--- config.mk ---
export PLATFORM = sky130hd
export DESIGN_NAME = sp_return_unit
export DESIGN_NICKNAME = d
export VERILOG_FILES = /design/src/rtl/sp_return_unit.sv
export SDC_FILE = /design/constraint.sdc
export NUM_CORES = 1
export LEC_CHECK = 0
export ABC_AREA = 1
export BUFFER_PORTS_ARGS = -buffer_cell sky130_fd_sc_hd__buf_2
export CORE_MARGIN = 3
export CORE_UTILIZATION = 45
export DETAILED_ROUTE_END_ITERATION = 6
export PLACE_DENSITY = 0.73
export SYNTH_ARGS = -nofsm -noshare
export SYNTH_HDL_FRONTEND = slang
export SYNTH_SLANG_ARGS = --single-unit
--- constraint.sdc ---
create_clock -name clk -period 3.85 [get_ports clk]
set_input_delay 0.5775 -clock clk [delete_from_list [all_inputs] [get_ports clk]]
set_output_delay 0.5775 -clock clk [all_outputs]
set_load 0.01 [all_outputs]
--- src/rtl/sp_return_unit.sv ---
// Stack-pointer return unit: pops a return address from stack memory through a
// req/ack read and releases SP = SP + 2, flagging pops from an empty stack.
module sp_return_unit #(
  parameter int unsigned   W        = 16,
  parameter logic [W-1:0]  SP_EMPTY = 16'hFFFE
) (
  input  logic         clk,
  input  logic         rst,
  input  logic [W-1:0] input_stack,
  input  logic         ret_enable,
  output logic         mem_req,
  output logic [W-1:0] mem_addr,
  input  logic         mem_ack,
  input  logic [W-1:0] mem_rdata,
  output logic [W-1:0] output_stack,
  output logic [W-1:0] ret_addr,
  output logic         ret_valid,
  output logic         underflow,
  output logic         busy
);

  typedef enum logic [1:0] {StIdle, StRead, StDone} state_e;

  state_e       state_q, state_d;
  logic         mem_req_q, mem_req_d;
  logic [W-1:0] mem_addr_q, mem_addr_d;
  logic [W-1:0] out_sp_q, out_sp_d;
  logic [W-1:0] ret_addr_q, ret_addr_d;
  logic         ret_valid_q, ret_valid_d;
  logic         underflow_q, underflow_d;
  logic         busy_q, busy_d;

  always_comb begin
    state_d     = state_q;
    mem_req_d   = mem_req_q;
    mem_addr_d  = mem_addr_q;
    out_sp_d    = out_sp_q;
    ret_addr_d  = ret_addr_q;
    ret_valid_d = 1'b0;
    underflow_d = 1'b0;
    unique case (state_q)
      StIdle: begin
        out_sp_d  = input_stack;
        mem_req_d = 1'b0;
        if (ret_enable) begin
          if (input_stack == SP_EMPTY) begin
            underflow_d = 1'b1;
          end else begin
            // mem_addr doubles as the latched SP for the whole pop.
            mem_addr_d = input_stack;
            mem_req_d  = 1'b1;
            state_d    = StRead;
          end
        end
      end
      StRead: begin
        if (mem_ack) begin
          ret_addr_d  = mem_rdata;
          out_sp_d    = mem_addr_q + W'(2);
          mem_req_d   = 1'b0;
          ret_valid_d = 1'b1;
          state_d     = StDone;
        end
      end
      StDone: begin
        state_d = StIdle;
      end
      default: begin
        state_d   = StIdle;
        mem_req_d = 1'b0;
      end
    endcase
    busy_d = (state_d != StIdle);
  end

  always_ff @(posedge clk) begin
    if (rst) begin
      state_q     <= StIdle;
      mem_req_q   <= 1'b0;
      mem_addr_q  <= '0;
      out_sp_q    <= SP_EMPTY;
      ret_addr_q  <= '0;
      ret_valid_q <= 1'b0;
      underflow_q <= 1'b0;
      busy_q      <= 1'b0;
    end else begin
      state_q     <= state_d;
      mem_req_q   <= mem_req_d;
      mem_addr_q  <= mem_addr_d;
      out_sp_q    <= out_sp_d;
      ret_addr_q  <= ret_addr_d;
      ret_valid_q <= ret_valid_d;
      underflow_q <= underflow_d;
      busy_q      <= busy_d;
    end
  end

  assign mem_req      = mem_req_q;
  assign mem_addr     = mem_addr_q;
  assign output_stack = out_sp_q;
  assign ret_addr     = ret_addr_q;
  assign ret_valid    = ret_valid_q;
  assign underflow    = underflow_q;
  assign busy         = busy_q;

endmodule
==> results.ini <==
[clock_tree]
path_clk_slew_ns = 0.11
root_buffer = clkbuf_8
cts-hold-fix-buffers = 0
clk-insertion-delay-late_ns = 0.32
cts_buffers = 5
ctsLongestPathBuffers = 2
cts_resized = 0
cts_tree = built
clkSinkCount = 54
h-tree-depth = 2
postCtsSetupBuffers = 0

[floorplanning]
row_count = 26
die_y_um = 81.8
start_util_pct = 48.5
dieArea_um2 = 6690
io_pins = 88
die_w_um = 81.8
core_um2 = 5340

[sta]
relSlewSlack_pct = 39.9
rsz0062_at_grt = false
finalClockSkew_ns = 0.0128
min_period_ns = 1.64
timing.fmax_mhz = 610
setup_violations = 0
finalMaxSlewViolations = 0
finalHoldViolCount = 0
tns_ns = 0
timing.final.crit_share_pct = 42.6
worst_pin_slew_ns = 0.901

[synthesis]
ys_warn_count = 0
synth_area_leaders = dfxtp_1 (42%), nor2_1 (12%), nand2_1 (11%)
synth_cells = 380
synth_top_cell_area_share_pct = 41.8
synth_top_area_cell = dfxtp_1
avgSynthCellArea_um2 = 6.81
ys_types = 27
synth-seq-cells = 54
ys_seq_area_share_pct = 41.8
syn_nets = 417
syn_area_um2 = 2590

[setup_path]
slowest_stage = dfxtp_1
worstPathRequired_ns = 4.07
worstPathCellList = ha_1 > nand2_1 > nor2_2 > a21oi_1 > o21ai_0 > nand2_1
start_kind = register
crit_buf_inv = 0
arrival_ns = 1.86
crit_path_max_fanout = 10
cp-end-kind = register
cpPeakStageDelay_ns = 0.41
cpMostUsedCell = nand2_1
path_delay_family = simple AND/OR/NAND/NOR gates
crit_type = register to register

[global_route]
grt_max_degree = 35
grt_pass1_wl_um = 11000
track_usage_pct = 21.6
antenna_found_initial = 0
grt_pass1_vias = 2386
grt-ovfl-total = 0

[detailed_routing]
drt-initial-drc-count = 186
vias_per_cell = 5.04
first_pass_iters = 4
postRouteAntennaNets = 0
wl_um = 6900
vias = 2678
drc = 0
wl_per_cell_um = 13.0

[placement]
dpl_cell_area_um2 = 3020
dp_hpwl_um = 4970
gp_congestion = 0.837
io_buffers = 87

[power_and_ir_drop]
vdd_drop_max_uv = 249
powerDensity_nw_per_um2 = 416
p_leak_nw = 1.58

[job]
max_cap_violations = 0

[cells_and_area]
layout.nets = 497
drive_above_1_share_pct = 23.9
area_growth_pct = 21.1
diodes = 0
finalInstanceArea_um2 = 3130

[outcome]
status = completed

[worst_hold_path]
hold_path.class = input pin to register

[cell usage in the layout (no fill, tap or decap), drive strengths merged, types with 2 or more instances in the layout]
cell type / Yosys / routed
nand3: 31 / 31
inv: 40 / 42
o211ai: 2 / 2
nand4: 6 / 6
nor2: 91 / 91
a21oi: 30 / 30
clkbuf: 3 / 5
dfxtp: 54 / 54
buf: 11 / 87
o21ai: 30 / 30
nand2: 76 / 76
[Yosys cell counts (all sizes together)]
library cell,number
nand3b,1
or2,1
inv,40
o211ai,2
o22ai,1
nor3,1
buf,11
xor2,1
nand3,31
o21ai,30
nor2,91
a21oi,30
nand4,6
clkbuf,3
nand2,76
ha,1
dfxtp,54
[routing by layer]
layer / share of wire (%) / vias to the layer above / GRT usage [%]
met2: 47 / 86 / 35.4
met5: 0 / - / 0
li1: - / 1374 / -
met3: 6.9 / 8 / 4.39
met4: 1.2 / 0 / 6.31
met1: 45 / 1210 / 28.6
[final cells by class]
type | count | area (um^2)
multi-input cells | 272 | 1260
well taps | 70 | 87.6
repair buffers | 87 | 435
flip-flops and latches | 54 | 1080
clock buffers | 5 | 68.8
inverters | 40 | 150
clock inverters | 3 | 47.5
fillers | 531 | 2200
[final timing paths]
check                           slack (ns)  depth (start not counted)             from         endpoint
worst max register to register        2.21                          6      mem_addr[1]  output_stack[9]
worst min register to register        0.48                          2  output_stack[8]  output_stack[8]
worst max-delay path                  2.21                          6      mem_addr[1]  output_stack[9]
worst min-delay path                  0.47                          3     mem_rdata[1]      ret_addr[1]
[power by group]
part	internal (mW)	switching (mW)
Clock	0.199	0.206
Sequential	0.607	0.0399
Combinational	0.0983	0.154
Total	0.904	0.400
[through the flow]
stage | setup WS, ns | std cells | total power [mW] | hold slack (ns) | utilization, %
final | 2.21 | 531 | 1.30 | 0.471 | 58.7
after floorplan | 2.43 | 380 | 0.817 | 0.509 | -
after CTS | 2.21 | 531 | 1.31 | 0.475 | 58.7
after global routing | 1.96 | 531 | 1.37 | 0.479 | 58.7
after detailed placement | 1.91 | 523 | 0.910 | 0.453 | 56.5
after global placement | 1.93 | 523 | 0.906 | 0.450 | 56.5
[tightest hold or removal path: cells and delay by family]
family,cells,cell delay (ns)
buf+inv,1,0.07
simple gates,2,0.11
[logic make-up (layout without fill, tap and decap cells)]
family | after synthesis | in the layout | synth area share [%]
and+or+nand+nor | 207 | 207 | 34.9
AOI/OAI and AO/OA | 63 | 63 | 13.0
DFF | 54 | 54 | 41.8
buffers and inverters | 54 | 135 | 9.43
adders and majority gates | 1 | 1 | 0.484
xor gates and xnor gates | 1 | 1 | 0.339
[registers in the layout (all words and copies together) (netlist names)]
name	count
mem_addr	16
output_stack	16
ret_addr	16
state_q	2
busy	1
mem_req	1
ret_valid	1
underflow	1
No activity file was read; power rests on OpenSTA's default activity.
